--- config.mk ---
export PLATFORM = sky130hd
export DESIGN_NAME = thread_ctrl
export DESIGN_NICKNAME = d
export VERILOG_FILES = /design/src/rtl/common.sv /design/src/rtl/thread_arbiter.sv /design/src/rtl/thread_ctrl.sv
export SDC_FILE = /design/constraint.sdc
export NUM_CORES = 1
export LEC_CHECK = 0
export CAP_MARGIN = 20
export CORE_MARGIN = 2
export CORE_UTILIZATION = 45
export DETAILED_ROUTE_END_ITERATION = 16
export PLACE_DENSITY = 0.78
export RECOVER_POWER = 25
export SLEW_MARGIN = 30
export SYNTH_ARGS = -nofsm -noshare
export SYNTH_HDL_FRONTEND = slang
export SYNTH_HIERARCHICAL = 1
export SYNTH_SLANG_ARGS = --single-unit
--- constraint.sdc ---
create_clock -name clk -period 8.21 [get_ports clk]
set_input_delay 1.642 -clock clk [delete_from_list [all_inputs] [get_ports clk]]
set_output_delay 1.642 -clock clk [all_outputs]
set_load 0.01 [all_outputs]
--- src/rtl/common.sv ---
// Shared thread-control types and vectors: thread id, PC type, thread count, boot/exception entry.
// Latency: n/a (types, constants and one pure function only).
// Backpressure: n/a.
package common;

    localparam int n_threads = 8;
    localparam int TID_W     = $clog2(n_threads);

    typedef logic [TID_W-1:0] threadid_t;
    typedef logic [31:0]      vptr_t;

    localparam vptr_t BOOT_VECTOR = 32'h0000_1000;
    localparam vptr_t EXC_VECTOR  = 32'h0000_2000;

    // Sequential fetch advance; wraps naturally at 2^32.
    function automatic vptr_t pc_next(input vptr_t pc);
        return pc + 32'd4;
    endfunction

endpackage

--- src/rtl/thread_arbiter.sv ---
// Picks the first requesting thread, searching upward from i_ptr and wrapping at N.
// Latency: purely combinational, zero cycles.
// Backpressure: none; the caller decides whether the grant is consumed.
module thread_arbiter #(
    parameter int N = 8
) (
    input  logic [N-1:0]         i_req,
    input  logic [$clog2(N)-1:0] i_ptr,
    output logic [$clog2(N)-1:0] o_grant,
    output logic                 o_valid
);

    localparam int TW = $clog2(N);

    logic [TW-1:0] w_idx;

    // Rotating search; N is a power of two, so the index add wraps for free.
    always_comb begin
        o_valid = 1'b0;
        o_grant = '0;
        w_idx   = '0;
        for (int k = 0; k < N; k++) begin
            w_idx = i_ptr + TW'(k);
            if (!o_valid && i_req[w_idx]) begin
                o_valid = 1'b1;
                o_grant = w_idx;
            end
        end
    end

endmodule

--- src/rtl/thread_ctrl.sv ---
// Per-thread PC/stall/privilege/exception context plus fetch thread selection.
// Latency: fetch offer is combinational from registered state; updates land next cycle.
// Backpressure: thread PC only advances when fetch_valid && fetch_ready. Macro THREAD_RR_EN
// selects round-robin selection; undefined gives fixed lowest-index priority.
module thread_ctrl
    import common::*;
#(
    parameter int    N_THREADS = 8,
    parameter vptr_t BOOT_PC   = BOOT_VECTOR,
    parameter vptr_t EXC_PC    = EXC_VECTOR
) (
    input  logic                         clk,
    input  logic                         rst,
    input  logic                         fetch_ready,
    output logic                         fetch_valid,
    output logic [$clog2(N_THREADS)-1:0] fetch_thread,
    output logic [31:0]                  fetch_pc,
    input  logic [N_THREADS-1:0]         stall_set,
    input  logic [N_THREADS-1:0]         stall_clr,
    output logic [N_THREADS-1:0]         stalled,
    input  logic [N_THREADS-1:0]         wb_pc_en,
    input  logic [31:0]                  wb_pc_data,
    input  logic                         exc_en,
    input  logic [$clog2(N_THREADS)-1:0] exc_thread,
    input  logic [31:0]                  exc_pc,
    input  logic [31:0]                  exc_cause,
    input  logic                         iret_en,
    input  logic [$clog2(N_THREADS)-1:0] iret_thread,
    output logic [N_THREADS-1:0]         mode,
    output logic [N_THREADS*32-1:0]      rm0,
    output logic [N_THREADS*32-1:0]      rm2
);

    localparam int TW = $clog2(N_THREADS);

    vptr_t                r_pc  [N_THREADS];
    vptr_t                r_rm0 [N_THREADS];
    vptr_t                r_rm2 [N_THREADS];
    logic [N_THREADS-1:0] r_stalled;
    logic [N_THREADS-1:0] r_mode;
    logic [TW-1:0]        r_last_thread;
    vptr_t                r_last_pc;

    logic [TW-1:0]        w_ptr;
    logic [TW-1:0]        w_grant;
    logic                 w_valid;
    logic                 w_accept;
    logic [N_THREADS-1:0] w_exc_hit;
    logic [N_THREADS-1:0] w_iret_hit;

`ifdef THREAD_RR_EN
    logic [TW-1:0] r_ptr;

    // Round-robin pointer moves just past the thread that was actually taken.
    always_ff @(posedge clk) begin
        if (rst) begin
            r_ptr <= '0;
        end else if (w_accept) begin
            r_ptr <= w_grant + TW'(1);
        end
    end

    assign w_ptr = r_ptr;
`else
    assign w_ptr = '0;
`endif

    thread_arbiter #(.N(N_THREADS)) u_arb (
        .i_req   (~r_stalled),
        .i_ptr   (w_ptr),
        .o_grant (w_grant),
        .o_valid (w_valid)
    );

    assign w_accept     = w_valid && fetch_ready;
    assign fetch_valid  = w_valid;
    assign fetch_thread = w_valid ? w_grant : r_last_thread;
    assign fetch_pc     = w_valid ? r_pc[w_grant] : r_last_pc;
    assign stalled      = r_stalled;
    assign mode         = r_mode;

    // Decode exception/iret targets; an exception on a thread swallows its iret.
    always_comb begin
        w_exc_hit  = '0;
        w_iret_hit = '0;
        for (int t = 0; t < N_THREADS; t++) begin
            w_exc_hit[t]  = exc_en && (exc_thread == TW'(t));
            w_iret_hit[t] = iret_en && (iret_thread == TW'(t)) && !w_exc_hit[t];
        end
    end

    // Flatten saved exception context onto the output buses.
    always_comb begin
        rm0 = '0;
        rm2 = '0;
        for (int t = 0; t < N_THREADS; t++) begin
            rm0[t*32 +: 32] = r_rm0[t];
            rm2[t*32 +: 32] = r_rm2[t];
        end
    end

    // Hold the last offer so fetch outputs stay stable while every thread is stalled.
    always_ff @(posedge clk) begin
        if (rst) begin
            r_last_thread <= '0;
            r_last_pc     <= BOOT_PC;
        end else if (w_valid) begin
            r_last_thread <= w_grant;
            r_last_pc     <= r_pc[w_grant];
        end
    end

    // Per-thread state: exception > iret > wb redirect > fetch increment.
    always_ff @(posedge clk) begin
        if (rst) begin
            for (int t = 0; t < N_THREADS; t++) begin
                r_pc[t]  <= BOOT_PC;
                r_rm0[t] <= '0;
                r_rm2[t] <= '0;
            end
            r_stalled <= '0;
            r_mode    <= '1;
        end else begin
            for (int t = 0; t < N_THREADS; t++) begin
                if (w_exc_hit[t]) begin
                    r_pc[t]      <= EXC_PC;
                    r_rm0[t]     <= exc_pc;
                    r_rm2[t]     <= exc_cause;
                    r_mode[t]    <= 1'b1;
                    r_stalled[t] <= 1'b0;
                end else begin
                    if (w_iret_hit[t]) begin
                        r_pc[t]   <= r_rm0[t];
                        r_mode[t] <= 1'b0;
                    end else if (wb_pc_en[t]) begin
                        r_pc[t] <= wb_pc_data;
                    end else if (w_accept && (w_grant == TW'(t))) begin
                        r_pc[t] <= pc_next(r_pc[t]);
                    end
                    // Set dominates clr, so a same-cycle pair leaves the thread stalled.
                    if (stall_set[t]) begin
                        r_stalled[t] <= 1'b1;
                    end else if (stall_clr[t]) begin
                        r_stalled[t] <= 1'b0;
                    end
                end
            end
        end
    end

endmodule

Word-level counts from Yosys, hierarchy flattened:

Memories as Yosys holds them, arrays and structs flattened.
Cells that the tools add are included.

* bits in read-only memories: 0
* latch bits: 0
* word-level logic and storage cells: 400
* register bits: 51
* memory bits (writable): 768
* memories kept: 3

* eq/ne operators: 21
* mux-type cells: 227
* $add $sub $neg: 8
* multiply operators: 0
* reduce and logical (&&, ||, !) cells: 74
* bitwise operators: 49
* shift-type cells: 0
* divide/modulo/power cells: 0
* order comparisons: 0

Memories
* r_pc: words 8, bits a word 32, read ports 9, clocked after Yosys merged registers in 0, write ports 8, RTL line thread_ctrl.sv:36 `vptr_t r_pc [N_THREADS];`
* r_rm0: words 8, bits a word 32, read ports 8, clocked after Yosys merged registers in 0, write ports 8, RTL line thread_ctrl.sv:37 `vptr_t r_rm0 [N_THREADS];`
* r_rm2: words 8, bits a word 32, read ports 8, clocked after Yosys merged registers in 0, write ports 8, RTL line thread_ctrl.sv:38 `vptr_t r_rm2 [N_THREADS];`

Operator list (count)
* $mux 32: 49
* $add 32x3->32 const B: 8
* $mux 1: 171
* $or 1x1->1: 48
* $logic_and 1x1->1: 40
* $eq 3x3->1 const B: 12
* $eq 3x2->1 const B: 6
* $reduce_bool 2->1: 8
* $reduce_or 2->1: 8
* $logic_not 1->1: 15
* $mux 3: 5
* $eq 3x1->1 const B: 3
* $logic_not 3->1: 3
* $not 8->8: 1
* $mux 2: 2

Logic depth before layout (Yosys ltp):

Gate-level depths: netlist of run 1.

* word-level depth: 32
* mapped depth: 20

Modules after synthesis:

Netlist of run 1, hierarchy kept.

Modules (own cells, without submodules)
* thread_ctrl: area an instance 38941.1 sq um, times used 1, cells each 3257
* thread_arbiter: area an instance 1081.0 sq um, times used 1, cells each 121

Worst setup path before layout of run 1:

OpenSTA, ideal clock, no wires.

* path type: input -> register
* start: in exc_thread[0]
* end: mem r_pc[3][30] (netlist bit) (data pin)
* stages: 7
* setup time: 355 ps
* required time: 7855 ps
* slack: 3184 ps
* arrival time: 4671 ps
* path buffers: 3
* cell sequence: clkbuf_1 nand4b_1 nor2b_1 inv_1 buf_2 buf_1 o22ai_1

RTL lines
* start, declared: RTL line thread_ctrl.sv:24 `input logic [$clog2(N_THREADS)-1:0] exc_thread,`
* end, declared: RTL line thread_ctrl.sv:36

==> results.json, run 1 <==
{
  "outcome": "complete, but fails checks",
  "failed_checks": "max-capacitance violations, max-slew violations",
  "internal_power_mw": 7.953,
  "cts_resized": 0,
  "path_cells": "clkbuf_1 -> clkbuf_1 -> nand2b_1 -> buf_4 -> o22ai_1",
  "async_flop_share": 0,
  "arrival_ps": 7850,
  "r2r-end": "r_pc[3][24]",
  "ys_ff_latch": 819,
  "yosysUniqueCellTypes": 92,
  "clkTransAtPathRegs_ps": 60,
  "drv_cap": 6,
  "cts_root_buf": "clkbuf_16",
  "grt_pass1_vias": 30960,
  "hold_class": "reg2reg",
  "synth-edff-count": 768,
  "end_kind": "flop",
  "slew_headroom": -0.7088,
  "grt_max_degree": 70,
  "setup_viol": 0,
  "gp_congestion": 0.9996,
  "antenna_left": 0,
  "start_util": 0.4536,
  "hold_viol_final": 0,
  "fp.dieW_um": 302.2,
  "synth_sequential_area_ratio": 0.6017,
  "postCtsSetupRepairBufs": 0,
  "hpwl_um": 121300,
  "seq_power_share": 0.479,
  "first_pass_iters": 6,
  "crit_top_cell": "clkbuf_1",
  "worst_setup_path_start_kind": "input pin",
  "hold_buffers": 0,
  "cts_tree": "built",
  "num_io_pins": 695,
  "drc_errors": 0,
  "syn_area_per_cell_sq_um": 11.85,
  "hold_end": "mode[7]",
  "coreArea_sq_mm": 0.08824,
  "grt_pass1_wl_um": 229800,
  "viasPerCell": 6.306,
  "num_vias": 32930,
  "area_growth_pct": 27.06,
  "fin_crit_sh": 0.9070,
  "ys_warn_count": 6,
  "antenna_found_initial": 5,
  "slowest_delay_ps": 1780,
  "crit_fanout": 60,
  "worstHoldStart": "mode[7]",
  "p_comb_frac": 0.161,
  "r2r_start": "stalled[5]",
  "r2r_slack_ps": 3130,
  "ys.flop_type": "edfxtp_1",
  "critPathKind": "in2reg",
  "fillers": 7133,
  "drv_slew": 193,
  "totalWireLength_um": 165000,
  "rsz0062_at_grt": "false",
  "final_cells": 5222,
  "die-area_sq_mm": 0.09134,
  "min_path_cells": 1,
  "ff2ff_path_depth": 13,
  "grt-ovfl-total": 0,
  "synthCells": 3378,
  "worst_pin_slew_ps": 2563,
  "finClkSkew_ps": 24.90,
  "critical_path.top_delay_family": "buffers and inverters",
  "peakVddDrop_v": 0.0001985,
  "first_iter_violations": 4832,
  "dp_cells": 5051,
  "portBuffers": 694,
  "worst-path-buf-inv": 3,
  "layout_common_cells": "edfxtp_1 (768), clkdlybuf4s50_1 (603), nor2_1 (491), a21oi_1 (245), and3_1 (203)",
  "grtUsageTotal": 0.3542,
  "p_sw_mw": 3.083,
  "clk_path_buf_depth": 3,
  "fp.dieH_um": 302.2,
  "total_leakage_power_nw": 18.21,
  "wl_per_cell_um": 31.59,
  "worstSkewPairLatency_ps": 690,
  "p_per_area_mw_per_mm2": 217.0,
  "hold_slack_ps": 452.6,
  "synth_area_sq_mm": 0.04002,
  "numCtsBuffers": 89,
  "crit_required_ps": 8610,
  "final_layout_size_suffix_gt1_frac": 0.08191,
  "switching_share": 0.2794,
  "final_nets": 4121,
  "finalSetupTns_ps": 0,
  "cts_sinks": 819,
  "cp_slowest_cell": "clkbuf_1",
  "fmax_ghz": 0.1343,
  "cts.htree.levels": 3,
  "final_common_cell": "edfxtp_1",
  "rows": 109,
  "fin_crit_ps": 7446,
  "p_clk_frac": 0.360
}
-- state kept, by name, indices dropped and copies added, names as in the netlist --
register,cells
stalled,8
r_rm2,256
r_last_pc,32
r_pc,256
r_rm0,256
r_last_thread,3
mode,8
-- worst max path at each step --
stage | startpoint | end | slack [ps] | cells after the start
2_1_floorplan | exc_thread[0] | r_pc[3][30] | 3180 | 7
3_3_place_gp | stalled[5] | fetch_pc[22] | 1650 | 12
3_5_place_dp | stalled[5] | fetch_pc[22] | 1930 | 13
4_1_cts | stalled[5] | fetch_pc[22] | 1150 | 13
5_1_grt | rst | r_pc[7][9] | 600 | 6
6_report | rst | r_pc[7][28] | 760 | 5
-- worst reg2reg max path, cell delays in order, from the launching register on --
cell	delay (ps)
dfxtp_1	340
inv_1	140
mux4_2	550
mux2_4	320
or2_1	270
nor3_2	290
nand2_1	160
a31oi_4	160
buf_4	590
nand2_1	420
or4_1	560
buf_4	280
nand2b_1	170
buf_4	410
-- routing by layer --
| layer | track usage | routed length, um | share of wire |
|---|---|---|---|
| met3 | 0.09933 | 19720 | 0.12 |
| met4 | 0.1802 | 10300 | 0.062 |
| met2 | 0.5803 | 78760 | 0.48 |
| met1 | 0.4287 | 56160 | 0.34 |
| met5 | 0 | 23 | 0.00014 |
-- cell families after synthesis --
| logic type | count (synthesis) | share of synthesized area |
|---|---|---|
| compound gates | 586 | 0.08875 |
| xor+xnor | 224 | 0.04902 |
| fa+ha+maj | 10 | 0.003126 |
| buf+inv | 366 | 0.03855 |
| flops | 819 | 0.6017 |
| mux | 127 | 0.05780 |
| other cells | 1 | 0.00009370 |
| simple gates | 1245 | 0.1609 |
-- cells in the mapped netlist, types with 7 or more instances --
master | count | share of area
inv_1 | 119 | 0.011
a32oi_1 | 10 | 0.0022
nor2_1 | 494 | 0.046
or3_1 | 9 | 0.0014
a21o_1 | 7 | 0.0013
xnor2_1 | 91 | 0.020
edfxtp_1 | 768 | 0.58
buf_1 | 26 | 0.0024
nor3_1 | 34 | 0.0043
mux4_2 | 73 | 0.041
xor2_1 | 133 | 0.029
nand2_1 | 102 | 0.0096
dfxtp_1 | 51 | 0.026
a22oi_1 | 46 | 0.0086
nand4_1 | 68 | 0.011
and3_1 | 203 | 0.032
clkbuf_1 | 155 | 0.015
nand3_1 | 109 | 0.014
a221oi_1 | 17 | 0.0037
ha_1 | 10 | 0.0031
buf_2 | 49 | 0.0061
and2_1 | 11 | 0.0017
mux2_2 | 7 | 0.0020
nand2b_1 | 77 | 0.012
nor4_1 | 20 | 0.0031
a22o_1 | 13 | 0.0028
nor2b_1 | 40 | 0.0063
o21ai_0 | 54 | 0.0068
and4_1 | 22 | 0.0048
a31oi_1 | 7 | 0.0011
mux2i_1 | 38 | 0.0095
o22ai_1 | 153 | 0.024
a21oi_1 | 245 | 0.031
-- power by group through the flow --
stage | Sequential [mW] | Clock (mW) | Combinational, mW
2_1_floorplan | 5.30 | 0 | 0.746
3_3_place_gp | 5.35 | 0 | 1.73
3_5_place_dp | 5.35 | 0 | 1.76
4_1_cts | 5.27 | 3.98 | 1.77
5_1_grt | 5.30 | 4.13 | 1.86
6_report | 5.28 | 3.97 | 1.78
-- through the flow --
step                instance area [sq um]  utilization  power [mW]  setup WS (ps)
global placement                    47920       0.5431       7.086           1655
finish                              50850       0.5763       11.04          763.6
global route                        50850       0.5763       11.29          600.5
detailed placement                  48000       0.5440       7.107           1930
floorplan                           40040            -       6.047           3184
CTS                                 50790       0.5756       11.02           1154
-- layout make-up --
type                            count  area, sq um  share of cell area
Sequential cell                   819        24080              0.4736
Antenna cell                        4        10.01           0.0001968
Clock inverter                     57        476.7            0.009374
Multi-Input combinational cell   2198        14590              0.2869
Clock buffer                      107         2316             0.04554
Tap cell                         1165         1458             0.02866
Inverter                          122        464.2            0.009128
Timing Repair Buffer              750         7455              0.1466
Note: power is estimated with default switching activity, not from simulation.
==> run 2: changes to the inputs <==
--- a/config.mk
+++ b/config.mk
@@ -8,6 +8,7 @@
 export CAP_MARGIN = 20
 export CORE_MARGIN = 2
 export CORE_UTILIZATION = 45
+export CTS_CLUSTER_SIZE = 16
 export DETAILED_ROUTE_END_ITERATION = 16
 export PLACE_DENSITY = 0.78
 export RECOVER_POWER = 25
==> results of run 2 <==
No change in the layout: final DEF, timing and power equal those of run 1.
